<file path="src/rtl/bip_dbg_ctrl.sv">
// bip_dbg_ctrl -- UART command controller for the BIP CPU.
//
// Decodes one-byte commands from the UART receiver and drives the CPU
// clock enable and soft reset. It snapshots acc/pc/halt and the cycle
// counter into a 7-byte report, or sends a single-byte ACK/ERR reply.
//
// Ports:
//   i_clk, i_reset       system clock, synchronous active-high reset
//   i_rx_data/i_rx_done  received byte + one-cycle strobe
//   o_tx_data/o_tx_start byte to send + one-cycle start pulse
//   i_tx_done            one-cycle strobe, TX byte finished
//   i_cpu_halt           CPU executed HLT (level)
//   i_acc, i_pc          CPU architectural state for the report
//   o_cpu_en, o_cpu_rst  CPU clock enable and soft reset
//   o_busy               high whenever the controller is not idle
//
// Commands: 0x01 RUN, 0x02 STEP, 0x03 CPU reset, 0x04 READ, other -> ERR_BYTE.
module bip_dbg_ctrl #(
  parameter logic [15:0] MAX_CYCLES = 16'hFFFF,
  parameter logic [7:0]  ACK_BYTE   = 8'hA5,
  parameter logic [7:0]  ERR_BYTE   = 8'hEE
) (
  input  logic        i_clk,
  input  logic        i_reset,
  input  logic [7:0]  i_rx_data,
  input  logic        i_rx_done,
  input  logic        i_tx_done,
  output logic [7:0]  o_tx_data,
  output logic        o_tx_start,
  input  logic        i_cpu_halt,
  input  logic [15:0] i_acc,
  input  logic [10:0] i_pc,
  output logic        o_cpu_en,
  output logic        o_cpu_rst,
  output logic        o_busy
);

  localparam logic [2:0] S_IDLE   = 3'd0;
  localparam logic [2:0] S_RUN    = 3'd1;
  localparam logic [2:0] S_STEP   = 3'd2;
  localparam logic [2:0] S_SETTLE = 3'd3;
  localparam logic [2:0] S_CRST   = 3'd4;
  localparam logic [2:0] S_SNAP   = 3'd5;
  localparam logic [2:0] S_TXS    = 3'd6;
  localparam logic [2:0] S_TXW    = 3'd7;

  localparam logic [7:0] C_RUN  = 8'h01;
  localparam logic [7:0] C_STEP = 8'h02;
  localparam logic [7:0] C_CRST = 8'h03;
  localparam logic [7:0] C_READ = 8'h04;

  logic [2:0]      r_state, w_nxt;
  logic [15:0]     r_run_cnt, r_cyc;
  logic            r_tmo, r_crst_ph;
  logic [2:0]      r_idx, r_len;
  logic [6:0][7:0] r_frame;
  logic [7:0]      r_tx_data;
  logic            r_tx_start, r_cpu_en, r_cpu_rst, r_busy;

  logic [15:0] w_run_base;
  logic        w_run_en, w_cmd, w_en_issue, w_last;
  logic [2:0]  w_idx_nxt;

  // o_cpu_en is registered, so the enable for the next cycle is decided one
  // cycle early. The run counter therefore counts enables already issued;
  // on RUN entry (still in IDLE) it counts from zero.
  assign w_run_base = (r_state == S_IDLE) ? 16'd0 : r_run_cnt;
  assign w_run_en   = !i_cpu_halt && (w_run_base < MAX_CYCLES);
  assign w_cmd      = i_rx_done && (r_state == S_IDLE);
  assign w_en_issue = (w_cmd && ((i_rx_data == C_RUN  && w_run_en) ||
                                 (i_rx_data == C_STEP && !i_cpu_halt))) ||
                      (r_state == S_RUN && w_run_en);
  assign w_idx_nxt  = r_idx + 3'd1;
  assign w_last     = (r_idx == r_len - 3'd1);

  always_comb begin
    w_nxt = r_state;
    case (r_state)
      S_IDLE:
        if (i_rx_done) begin
          case (i_rx_data)
            C_RUN:   w_nxt = S_RUN;
            C_STEP:  w_nxt = S_STEP;
            C_CRST:  w_nxt = S_CRST;
            C_READ:  w_nxt = S_SNAP;
            default: w_nxt = S_TXS;
          endcase
        end
      S_RUN:    if (!w_run_en) w_nxt = S_SNAP;
      S_STEP:   w_nxt = S_SETTLE;
      S_SETTLE: w_nxt = S_SNAP;
      S_CRST:   if (r_crst_ph) w_nxt = S_TXS;
      S_SNAP:   w_nxt = S_TXS;
      S_TXS:    w_nxt = S_TXW;
      S_TXW:    if (i_tx_done) w_nxt = w_last ? S_IDLE : S_TXS;
      default:  w_nxt = S_IDLE;
    endcase
  end

  always_ff @(posedge i_clk) begin
    if (i_reset) begin
      r_state    <= S_IDLE;
      r_run_cnt  <= '0;
      r_cyc      <= '0;
      r_tmo      <= 1'b0;
      r_crst_ph  <= 1'b0;
      r_idx      <= '0;
      r_len      <= '0;
      r_frame    <= '0;
      r_tx_data  <= '0;
      r_tx_start <= 1'b0;
      r_cpu_en   <= 1'b0;
      r_cpu_rst  <= 1'b0;
      r_busy     <= 1'b0;
    end else begin
      r_state    <= w_nxt;
      r_busy     <= (w_nxt != S_IDLE);
      r_tx_start <= 1'b0;
      r_cpu_en   <= 1'b0;
      r_cpu_rst  <= 1'b0;

      // saturating cycle counter, one count per enable issued
      if (w_en_issue && r_cyc != 16'hFFFF) r_cyc <= r_cyc + 16'd1;

      case (r_state)
        S_IDLE:
          if (i_rx_done) begin
            case (i_rx_data)
              C_RUN: begin
                r_tmo     <= 1'b0;
                r_cpu_en  <= w_run_en;
                r_run_cnt <= {15'd0, w_run_en};
              end
              C_STEP: begin
                r_tmo    <= 1'b0;
                r_cpu_en <= !i_cpu_halt;
              end
              C_CRST: begin
                r_cpu_rst <= 1'b1;
                r_crst_ph <= 1'b0;
                r_cyc     <= '0;
              end
              C_READ: r_tmo <= 1'b0;
              default: begin
                r_tx_data  <= ERR_BYTE;
                r_tx_start <= 1'b1;
                r_len      <= 3'd1;
                r_idx      <= '0;
              end
            endcase
          end
        S_RUN: begin
          r_cpu_en <= w_run_en;
          if (w_run_en)         r_run_cnt <= r_run_cnt + 16'd1;
          else if (!i_cpu_halt) r_tmo     <= 1'b1;  // halt wins over timeout
        end
        S_CRST: begin
          r_crst_ph <= 1'b1;
          if (!r_crst_ph) begin
            r_cpu_rst <= 1'b1;  // second of the two reset cycles
          end else begin
            r_tx_data  <= ACK_BYTE;
            r_tx_start <= 1'b1;
            r_len      <= 3'd1;
            r_idx      <= '0;
          end
        end
        S_SNAP: begin
          // r_frame[0] is the first byte on the wire
          r_frame    <= {r_cyc[7:0], r_cyc[15:8], i_pc[7:0], {5'd0, i_pc[10:8]},
                         i_acc[7:0], i_acc[15:8], {i_cpu_halt, r_tmo, 6'd0}};
          r_tx_data  <= {i_cpu_halt, r_tmo, 6'd0};
          r_tx_start <= 1'b1;
          r_len      <= 3'd7;
          r_idx      <= '0;
        end
        S_TXW:
          if (i_tx_done && !w_last) begin
            r_idx      <= w_idx_nxt;
            r_tx_data  <= r_frame[w_idx_nxt];
            r_tx_start <= 1'b1;
          end
        default: ;
      endcase
    end
  end

  assign o_tx_data  = r_tx_data;
  assign o_tx_start = r_tx_start;
  assign o_cpu_en   = r_cpu_en;
  assign o_cpu_rst  = r_cpu_rst;
  assign o_busy     = r_busy;

endmodule

</file>
<file path="config.mk">
export PLATFORM = sky130hd
export DESIGN_NAME = bip_dbg_ctrl
export DESIGN_NICKNAME = d
export VERILOG_FILES = /design/src/rtl/bip_dbg_ctrl.sv
export SDC_FILE = /design/constraint.sdc
export NUM_CORES = 1
export LEC_CHECK = 0
export ABC_CLOCK_PERIOD_IN_PS = 2850
export CORE_ASPECT_RATIO = 1.75
export CORE_MARGIN = 8
export CORE_UTILIZATION = 45
export CTS_CLUSTER_DIAMETER = 100
export DETAILED_ROUTE_END_ITERATION = 6
export PLACE_DENSITY = 0.7
export SYNTH_ARGS = -nofsm -noshare
export SYNTH_HDL_FRONTEND = slang
export SYNTH_SLANG_ARGS = --single-unit
export TNS_END_PERCENT = 50
</file>
<file path="constraint.sdc">
create_clock -name i_clk -period 2.85 [get_ports i_clk]
set_clock_uncertainty 0.05 [all_clocks]
set_input_delay 0.285 -clock i_clk [delete_from_list [all_inputs] [get_ports i_clk]]
set_output_delay 0.285 -clock i_clk [all_outputs]
set_load 0.02 [all_outputs]
</file>
==> parameters.txt <==
Parameter                              Value

Setup path
  Worst flop-to-flop path startpoint    r_run_cnt[8]
  Critical path startpoint    r_run_cnt[8]
  Crit-path max cell delay    830 ps
  R2r worst-path depth    5
  Cell type group with the largest total delay on the critical path    compound AO/OA/AOI/OAI gates
  Sum of buffers and inverters on the critical path    0
  Data arrival, critical path    about 2700 ps
  Worst path slowest cell    sky130_fd_sc_hd__a2bb2oi_2
  Path type of the worst setup path    reg2reg
  Critical path peak fanout    32
  Ordered list of cells on the worst path    nand4_1, nor4b_4, a2bb2oi_2, o311ai_0, o41ai_1
  Setup crit start kind    flip-flop
  Kind of end point of the critical path    flip-flop
  Critical path depth    5
  Required @ worst endpoint    roughly 3000 ps

GRT
  Maximum number of pins on one net before global-route repair    61
  Number of global-route vias before repair    4649
  Antenna violations before repair    0
  Overflow left after global routing    0
  Global-route wire length before repair    around 22000 um
  Overall fraction of global-route tracks in use    between 10% and 20%

Cells and area
  Fill cells    1025
  Antenna diode instance count    0
  Leading cell type in the layout, fill and taps excluded    sky130_fd_sc_hd__nand2_1
  Reg area    ~2000 um2
  Post-Route Utilization    54.3%
  Most used cells in the layout excluding fill and tap cells    sky130_fd_sc_hd__nand2_1, sky130_fd_sc_hd__dfxtp_1, sky130_fd_sc_hd__a21oi_1
  Non-Filler Cell Area, Final    5770 um2
  Combined area of the multi-input logic cells    2670 um2
  Syn-to-layout area delta    18.6%
  Share of final-layout standard cells stronger than drive strength 1    7.41%
  Final instance count without filler cells    778
  Nets@finish    689

Timing
  Actual transition at the worst max-transition pin    between 1000 and 1500 ps
  Count of final max-slew check failures    0
  Setup Viol. Count Final    0
  Minimum period implied by the final worst setup slack    roughly 2500 ps
  FMAX    404 MHz
  Hold violation count in the final report    0
  Setup repair after global routing missed its margin    false
  Final-layout worst hold slack    approximately 210 ps
  Slew headroom    around 28%
  Final Cycle Share    86.9%
  Final total negative setup slack    0 ps

Drt
  Residual DRC    0
  Routed wirelength normalized by instance count    roughly 17 um
  Via density per instance    just under 6
  Final Routed Wirelength    around 13000 um
  Post-detailed-route count of antenna-violating nets    0
  Via total after detailed routing    between 4000 and 5000
  Number of search-and-repair iterations in the first detailed-routing pass    4
  Initial DRC count    between 200 and 300

Die
  Number of ports placed on the die boundary    between 50 and 60
  Chip Width    approximately 95 um
  Initial core utilization    ~46%
  Area enclosed by the die boundary    approximately 15000 um2
  Overall die height    154 um
  Core area    10600 um2
  Standard-cell rows    50

Min path
  Startpoint of the worst hold path    i_reset
  Hold WC Path Type    in2reg
  Instance count along the most critical hold path    2

Clock network
  Root Buffer    sky130_fd_sc_hd__clkbuf_16
  Post-cts gate resize count    0
  Worst-skew pair later-pin latency    340 ps
  Post-CTS clock slew at the launch and capture registers of the worst setup and hold paths    60 ps
  TritonCTS clock tree    built
  CTS H-tree depth    3
  Hold bufs inserted after CTS    0
  Bufs on Longest Clock Path    2
  Cts bufs inserted    9
  # Post-CTS Setup Buffers    0
  Clock net sink count    99

Flow run
  Maximum Capacitance Violations    0

Synth
  Number of flops mapped to enable cells by yosys    0
  Post-Synthesis Net Count    649
  Count of unique library cells instantiated by Yosys    68
  Flip-flop and latch count after synthesis    99
  Area of the mapped netlist    4870 um2
  Synthesized instance count    605
  Ys async rst share    0%
  Main flop type after synthesis    sky130_fd_sc_hd__dfxtp_1
  Portion of the post-synthesis area used by sequential elements    40.7%
  Mean post-synth cell area    slightly above 8 um2
  YS warnings    0

Placed design
  Routability cong.    0.876
  Total of buffers placed on input and output ports    51
  Final HPWL from detailed placement    a little under 10000 um
  Placed Area    5490 um2
  Number of cells in the design after placement    ~760

Pwr
  VDD IR max    0.387 mV
  Power density over cell area    671 nW/um2
  Cell leakage power    1.89 nW

Status
  Status    finished clean
## flip-flops by register name, indices dropped and copies added (netlist names), 2 cells and up
signal and flops:
o_tx_data 8, r_cyc 16, r_frame 45, r_idx 3, r_len 2, r_run_cnt 16
r_state 3
## final cells by class
type / instances / area share [%]
tap: 130 / 2.82
multi-input combinational: 456 / 46.2
clock buffer: 11 / 4.21
sequential: 99 / 34.3
timing repair buffer: 69 / 11.1
clock inverter: 3 / 0.694
inverter: 10 / 0.650
## layer usage
layer	share of wire, %	wire, um	track usage (%)	vias up
li1	-	-	-	2276
met1	38	5020	18.6	2157
met2	52	6880	32.6	124
met3	3.7	493	3.51	50
met4	6.0	785	13.6	0
met5	0	0	0	-
## worst paths after layout
path	to	slack, ps
worst min register to register	r_frame[55]	400
worst max-delay path	r_cyc[2]	370
worst min-delay path	o_cpu_en	210
worst max register to register	r_cyc[2]	370
## logic make-up after synthesis
group	share of synthesized area, %
AOI/OAI and AO/OA	22.1
xor gates and xnor gates	1.95
adders and majority gates	1.03
buffers and inverters	4.53
DFF	40.7
muxes	3.21
and+or+nand+nor	26.5
## power by group
part / internal (W) / switching, W / total [W] / leakage, nW
logic: 0.000414 / 0.000663 / 0.00108 / 0.950
registers: 0.00151 / 0.0000965 / 0.00161 / 0.801
clock network: 0.000692 / 0.000497 / 0.00119 / 0.141
## metrics by stage
step	setup slack, ps	total power [W]
after detailed placement	169	0.00270
after CTS	392	0.00389
after global placement	237	0.00268
final	372	0.00387
after global routing	134	0.00406
after floorplan	731	0.00233
## cell usage after synthesis (2+ instances only)
cell type	instances	share of area [%]
sky130_fd_sc_hd__and3_1	6	0.77
sky130_fd_sc_hd__a21oi_1	82	8.4
sky130_fd_sc_hd__o31a_1	2	0.36
sky130_fd_sc_hd__a2111oi_0	2	0.36
sky130_fd_sc_hd__clkbuf_1	30	2.3
sky130_fd_sc_hd__and2_1	4	0.51
sky130_fd_sc_hd__a22oi_1	2	0.31
sky130_fd_sc_hd__nor3_1	7	0.72
sky130_fd_sc_hd__nand3_1	16	1.6
sky130_fd_sc_hd__o21ai_0	29	3.0
sky130_fd_sc_hd__o2111ai_1	2	0.36
sky130_fd_sc_hd__and4_1	3	0.54
sky130_fd_sc_hd__xnor2_1	7	1.3
sky130_fd_sc_hd__nor3b_1	3	0.46
sky130_fd_sc_hd__or3_1	12	1.5
sky130_fd_sc_hd__o311a_1	2	0.41
sky130_fd_sc_hd__nor2b_1	4	0.51
sky130_fd_sc_hd__o211ai_1	5	0.77
sky130_fd_sc_hd__nand4_1	15	1.9
sky130_fd_sc_hd__a31oi_1	6	0.77
sky130_fd_sc_hd__nand2_1	122	9.4
sky130_fd_sc_hd__dfxtp_1	99	41
sky130_fd_sc_hd__nor4_1	8	1.0
sky130_fd_sc_hd__o21a_1	4	0.62
sky130_fd_sc_hd__or4_1	14	2.2
sky130_fd_sc_hd__buf_2	4	0.41
sky130_fd_sc_hd__o41ai_1	2	0.36
sky130_fd_sc_hd__xor2_1	2	0.36
sky130_fd_sc_hd__a21o_1	3	0.46
sky130_fd_sc_hd__mux4_2	2	0.93
sky130_fd_sc_hd__o31ai_1	10	1.5
sky130_fd_sc_hd__a211oi_1	3	0.46
sky130_fd_sc_hd__nand2b_1	5	0.64
sky130_fd_sc_hd__nor2_1	26	2.0
sky130_fd_sc_hd__ha_1	4	1.0
sky130_fd_sc_hd__o32ai_1	2	0.36
sky130_fd_sc_hd__inv_1	10	0.77
sky130_fd_sc_hd__o22ai_1	5	0.64
sky130_fd_sc_hd__mux2i_1	10	2.1
sky130_fd_sc_hd__buf_6	3	0.69
(Power assumes the default switching activity.)
